$ cat config.mk
export PLATFORM = sky130hd
export DESIGN_NAME = lif_neuron_scheduler
export DESIGN_NICKNAME = d
export VERILOG_FILES = /design/src/rtl/lif_neuron_scheduler_pkg.sv /design/src/rtl/mem_potential_acc.sv /design/src/rtl/lif_neuron_scheduler.sv
export SDC_FILE = /design/constraint.sdc
export NUM_CORES = 1
export LEC_CHECK = 0
export ABC_AREA = 1
export CAP_MARGIN = 5
export CORE_UTILIZATION = 45
export CTS_BUF_LIST = sky130_fd_sc_hd__clkbuf_2 sky130_fd_sc_hd__clkbuf_4 sky130_fd_sc_hd__clkbuf_8
export CTS_CLUSTER_SIZE = 16
export DETAILED_ROUTE_END_ITERATION = 12
export PLACE_DENSITY = 0.75
export SLEW_MARGIN = 20
export SYNTH_ARGS = -nofsm -noshare
export SYNTH_HDL_FRONTEND = slang
export SYNTH_SLANG_ARGS = --single-unit
export TNS_END_PERCENT = 50
$ cat constraint.sdc
create_clock -name clk -period 6.7 [get_ports clk]
set_input_delay 0.67 -clock clk [delete_from_list [all_inputs] [get_ports clk]]
set_output_delay 0.67 -clock clk [all_outputs]
set_load 0.1 [all_outputs]
$ cat src/rtl/lif_neuron_scheduler_pkg.sv
// Shared definitions for the LIF neuron scheduler: FSM states and default sizing.
package lif_neuron_scheduler_pkg;

  typedef enum logic [1:0] {
    IDLE = 2'd0,
    REQ  = 2'd1,
    ACC  = 2'd2,
    DONE = 2'd3
  } state_e;

  // Index width for n neurons, never narrower than one bit.
  function automatic int idx_width(input int n);
    if (n > 1) begin
      return $clog2(n);
    end else begin
      return 1;
    end
  endfunction

  localparam int N_STAGE_DEF   = 6;
  localparam int W_DEF         = N_STAGE_DEF + 2;
  localparam int N_NEURONS_DEF = 4;
  localparam int IDXW_DEF      = idx_width(N_NEURONS_DEF);

endpackage

$ cat src/rtl/mem_potential_acc.sv
// Membrane potential accumulator: u_out = beta_u + wx, minus theta if the neuron
// spiked last time. Plain W-bit wrap-around arithmetic, no saturation.
module mem_potential_acc #(
  parameter int  n_stage = 6,
  localparam int W       = n_stage + 2
) (
  input  logic [W-1:0] beta_u,
  input  logic [W-1:0] wx,
  input  logic [W-1:0] minus_teta,
  input  logic         was_spike,
  output logic [W-1:0] u_out
);

  // Accumulate leaked potential and input; apply reset-by-subtraction after a spike.
  always_comb begin
    u_out = beta_u + wx;
    if (was_spike) begin
      u_out = beta_u + wx + minus_teta;
    end else begin
      u_out = beta_u + wx;
    end
  end

endmodule

$ cat src/rtl/lif_neuron_scheduler.sv
// Time-multiplexes one mem_potential_acc across N_NEURONS LIF neurons. Each
// timestep fetches sum_wx per neuron over a req/valid handshake, applies
// shift-leak, accumulates, and stores the new potential and spike flag.
module lif_neuron_scheduler
  import lif_neuron_scheduler_pkg::*;
#(
  parameter int  n_stage   = N_STAGE_DEF,
  parameter int  N_NEURONS = N_NEURONS_DEF,
  localparam int W         = n_stage + 2,
  localparam int IDXW      = idx_width(N_NEURONS)
) (
  input  logic                 clk,
  input  logic                 reset,
  input  logic                 start,
  input  logic [W-1:0]         theta,
  input  logic [2:0]           beta_shift,
  output logic                 wx_req,
  output logic [IDXW-1:0]      wx_idx,
  input  logic                 wx_valid,
  input  logic [W-1:0]         sum_wx,
  output logic [N_NEURONS-1:0] spike_out,
  output logic [W-1:0]         u_mon,
  output logic                 busy,
  output logic                 done
);

  state_e                state_r;
  state_e                state_nxt_s;
  logic [IDXW-1:0]       idx_r;
  logic signed [W-1:0]   u_r [N_NEURONS];
  logic [N_NEURONS-1:0]  spike_r;
  logic [W-1:0]          wx_r;
  logic [W-1:0]          u_mon_r;

  logic                  last_idx_s;
  logic                  handshake_s;
  logic signed [W-1:0]   u_cur_s;
  logic [W-1:0]          beta_u_s;
  logic [W-1:0]          minus_theta_s;
  logic [W-1:0]          u_out_s;
  logic                  spike_nxt_s;
  logic                  wx_req_s;
  logic                  busy_s;
  logic                  done_s;

  assign last_idx_s  = (idx_r == IDXW'(N_NEURONS - 1));
  assign handshake_s = (state_r == REQ) && wx_valid;

  // Shift-leak: beta*u approximated as u - (u >>> beta_shift); shift 0 leaks everything.
  assign u_cur_s       = u_r[idx_r];
  assign beta_u_s      = u_cur_s - (u_cur_s >>> beta_shift);
  assign minus_theta_s = {W{1'b0}} - theta;
  assign spike_nxt_s   = ($signed(u_out_s) >= $signed(theta));

  mem_potential_acc #(
    .n_stage(n_stage)
  ) u_acc (
    .beta_u    (beta_u_s),
    .wx        (wx_r),
    .minus_teta(minus_theta_s),
    .was_spike (spike_r[idx_r]),
    .u_out     (u_out_s)
  );

  // FSM state register.
  always_ff @(posedge clk or posedge reset) begin
    if (reset) begin
      state_r <= IDLE;
    end else begin
      state_r <= state_nxt_s;
    end
  end

  // FSM next-state: one REQ/ACC pair per neuron, then a single DONE cycle.
  always_comb begin
    state_nxt_s = state_r;
    case (state_r)
      IDLE: begin
        if (start) state_nxt_s = REQ;
        else       state_nxt_s = IDLE;
      end
      REQ: begin
        if (wx_valid) state_nxt_s = ACC;
        else          state_nxt_s = REQ;
      end
      ACC: begin
        if (last_idx_s) state_nxt_s = DONE;
        else            state_nxt_s = REQ;
      end
      DONE:    state_nxt_s = IDLE;
      default: state_nxt_s = IDLE;
    endcase
  end

  // FSM outputs, decoded from the state register only so they clear at once on reset.
  always_comb begin
    wx_req_s = 1'b0;
    busy_s   = 1'b0;
    done_s   = 1'b0;
    case (state_r)
      IDLE: begin
        busy_s = 1'b0;
      end
      REQ: begin
        wx_req_s = 1'b1;
        busy_s   = 1'b1;
      end
      ACC: begin
        busy_s = 1'b1;
      end
      DONE: begin
        busy_s = 1'b1;
        done_s = 1'b1;
      end
      default: begin
        busy_s = 1'b0;
      end
    endcase
  end

  // Neuron index counter: cleared on an accepted start, advanced after each ACC.
  always_ff @(posedge clk or posedge reset) begin
    if (reset) begin
      idx_r <= '0;
    end else if ((state_r == IDLE) && start) begin
      idx_r <= '0;
    end else if ((state_r == ACC) && !last_idx_s) begin
      idx_r <= idx_r + IDXW'(1);
    end else begin
      idx_r <= idx_r;
    end
  end

  // Capture sum_wx on the handshake so the ACC cycle works from a stable operand.
  always_ff @(posedge clk or posedge reset) begin
    if (reset) begin
      wx_r <= '0;
    end else if (handshake_s) begin
      wx_r <= sum_wx;
    end else begin
      wx_r <= wx_r;
    end
  end

  // Potential, spike flag and monitor write-back for the neuron being accumulated.
  always_ff @(posedge clk or posedge reset) begin
    if (reset) begin
      for (int i = 0; i < N_NEURONS; i++) begin
        u_r[i] <= '0;
      end
      spike_r <= '0;
      u_mon_r <= '0;
    end else if (state_r == ACC) begin
      u_r[idx_r]     <= u_out_s;
      spike_r[idx_r] <= spike_nxt_s;
      u_mon_r        <= u_out_s;
    end
  end

  assign wx_req    = wx_req_s;
  assign wx_idx    = idx_r;
  assign busy      = busy_s;
  assign done      = done_s;
  assign spike_out = spike_r;
  assign u_mon     = u_mon_r;

endmodule

==> impl_summary.log <==
[metrics] quantity of I/O buffers inserted on ports: 39
[metrics] clock tree from TritonCTS: built
[metrics] H-tree level count: 2
[metrics] antenna violations before repair: 0
[metrics] largest net degree at the start of global routing: 57
[metrics] Clock transition at path regs: 100 ps
[metrics] number of failing setup endpoints in the final timing report: 0
[metrics] nature of the critical path endpoint: flop
[metrics] syn_area_per_cell: 7.311 um^2
[metrics] Die Span Y: 95.84 um
[metrics] hold violation total from the final report: 0
[metrics] final RePlAce weighted congestion: 0.9350
[metrics] instance count on the critical path: 30
[metrics] cell area after synthesis: 3963 um^2
[metrics] critical-path cell with the highest stage delay: dfrtp_1
[metrics] growth of design area from synthesis to finish: 14.46%
[metrics] Post-CTS Resized: 0
[metrics] number of fillers in the final layout: 792
[metrics] Slew headroom: 0.3340
[metrics] Inserted Clock Buffers: 5
[metrics] CTS max path bufs: 2
[metrics] total DRC errors in the routed layout: 0
[metrics] outcome: completed
[metrics] Arr. time, crit path: 6090 ps
[metrics] setup slack of the most critical reg-to-reg path: 820 ps
[metrics] Highest Clock Rate: 0.1699 GHz
[metrics] setup repair after global routing missed its margin: false
[metrics] final HPWL from detailed placement: 7117 um
[metrics] CTS Hold Bufs: 0
[metrics] floorplan die width: 95.84 um
[metrics] worst-path maximum fanout: 13
[metrics] root cell of the clock tree: clkbuf_8
[metrics] average via count per standard cell: 5.252
[metrics] layout cells sized above 1: 0.06412
[metrics] placeable core region: 8382 um^2
[metrics] gr ovfl total: 0
[metrics] Total Nets Final: 635
[metrics] worst path buffer plus inverter count: 3
[metrics] cell family contributing the most delay on the critical path: simple AND/OR/NAND/NOR gates
[metrics] launch point of the critical path: wx_idx[1]
[metrics] maximum cell stage delay along the critical path: 720 ps
[metrics] post-synthesis sequential area ratio: 0.3536
[metrics] pin slew with the least headroom to its limit: 995.9 ps
[metrics] number of detailed-routing iterations run before antenna repair: 4
[metrics] number of violations reported at the end of detailed-routing iteration 0: 182
[metrics] # Max-Cap Violations: 0
[metrics] wire length of the first global-routing pass: 15730 um
[metrics] I/O pin total: 40
[metrics] total of flip-flops plus latches after synthesis: 56
[metrics] Avg WL per Cell: 13.84 um
[metrics] WP data required: 6910 ps
[metrics] gate count after technology mapping: 542
[metrics] worst hold path startpoint: u_r[22]
[metrics] total negative slack for setup checks: 0 ps
[metrics] R2R Path Start: wx_idx[1]
[metrics] number of warning messages in the yosys log: 0
[metrics] total track usage: 0.2249
[metrics] start-to-end type of the worst setup path: reg -> reg
[metrics] number of global-route vias before repair: 3372
[metrics] die area: 9185 um^2
[metrics] total routed wirelength: 9438 um
[metrics] worst reg2reg path depth: 30
[metrics] fraction of synthesized cell area taken by the top area cell type: 0.3536
[metrics] clock period minus worst slack: 5885 ps
[metrics] Most common cell on crit path: nand2_1
[metrics] clk sink count: 56
[metrics] post-CTS setup buffer count: 0
[metrics] routed vias: 3582
[metrics] num rows: 33
[metrics] number of distinct library cells after synthesis: 34
[metrics] final period utilization: 0.8783
[metrics] Final Max Tran Viols: 0
[metrics] net count after synthesis: 600
[metrics] clock latency of the later-clocked register in the worst-skew pair: 310 ps
[metrics] worst hold path cell count: 2
[metrics] antenna viol nets, final: 0
[metrics] clock skew: 2.689 ps
[metrics] dominant cell type by area after synthesis: dfrtp_1
[metrics] diode insertion count for antenna repair: 0
[metrics] cell types occupying the most area after synthesis: dfrtp_1 35%, nand2_1 19%, ha_1 8.5%, nand3_1 7.2%, inv_1 6.7%
[metrics] Critical Path Source Type: flop
[metrics] worst hold path type: reg -> reg
[metrics] Initial Util: 0.4728
-- synth_stat cells, drive strengths merged --
master  number
inv         75
ha          27
and2         2
o21ai       34
o21a         1
xnor2        2
fa           8
xor2         1
dfrtp       56
or2          5
nand3       60
mux2         2
clkbuf       5
o211ai       7
nand4        7
nor2        16
a21o         1
nand2      204
nand3b       1
buf          8
a21oi       20
-- routing by layer --
layer / GRT usage / share of wire / vias up
li1: - / - / 1791
met1: 0.2965 / 0.44 / 1671
met2: 0.3738 / 0.48 / 102
met3: 0.03949 / 0.059 / 18
met4: 0.07587 / 0.021 / 0
met5: 0 / 0 / -
-- registers in the layout, indices dropped and copies added, names as in the netlist --
register,flops
u_mon,8
wx_r,8
spike_out,4
wx_idx,2
u_r,32
state_r,2
-- final timing paths --
path,end
hold reg to reg,u_r[22]
setup / recovery,spike_out[1]
min in group asynchronous,state_r[1]
hold / removal,u_r[22]
setup reg to reg,spike_out[1]
max in group asynchronous,u_r[4]
-- worst reg2reg max path, delay by kind of cell, from the launching register on --
family	cells	cell delay, ps
flops	1	720
compound gates	2	410
fa+ha+maj	4	1590
simple gates	21	2520
buf+inv	3	540
-- layout make-up --
type / count / area, um^2 / area share
clock buffers: 5 / 68.82 / 0.01517
clock inverters: 2 / 60.06 / 0.01324
inverters: 75 / 286.5 / 0.06317
multi-input cells: 398 / 2182 / 0.4811
flip-flops and latches: 56 / 1401 / 0.3090
well taps: 105 / 131.4 / 0.02897
repair buffers: 41 / 405.4 / 0.08938
-- stage by stage --
step | std cells | hold slack (ps) | util | instance area [um^2] | worst slack, ps
final | 682 | 493.3 | 0.5411 | 4536 | 815.3
after detailed placement | 675 | 464.4 | 0.5258 | 4407 | 851.4
after floorplan | 542 | 443.9 | - | 3963 | 1147
after CTS | 682 | 491.3 | 0.5411 | 4536 | 850.7
after global routing | 682 | 517.1 | 0.5411 | 4536 | 237.1
after global placement | 675 | 461.9 | 0.5258 | 4407 | 1041
-- cell families after synthesis --
group / synth area share
buffers and inverters: 0.09567
DFF: 0.3536
AOI/OAI and AO/OA: 0.09125
and+or+nand+nor: 0.3214
muxes: 0.005683
adders and majority gates: 0.1257
xor gates and xnor gates: 0.006632
-- placed cells by master (no fill, tap or decap), drive strengths merged --
| master | synthesis | final |
|---|---|---|
| nand2 | 204 | 204 |
| inv | 75 | 75 |
| nand3 | 60 | 60 |
| dfrtp | 56 | 56 |
| clkdlybuf4s50 | 0 | 39 |
| o21ai | 34 | 34 |
| ha | 27 | 27 |
| a21oi | 20 | 20 |
| nor2 | 16 | 16 |
| fa | 8 | 8 |
| nand4 | 7 | 7 |
| o211ai | 7 | 7 |
| clkbuf | 5 | 5 |
| or2 | 5 | 5 |
| and2 | 2 | 2 |
| xnor2 | 2 | 2 |
| mux2 | 2 | 2 |
| bufinv | 0 | 2 |
| buf | 8 | 2 |
| o21a | 1 | 1 |
| nand3b | 1 | 1 |
| xor2 | 1 | 1 |
| a21o | 1 | 1 |
Power is left out: the tool's default activity adds up to more than one toggle a clock period on the data nets, which glitch-free logic cannot reach.
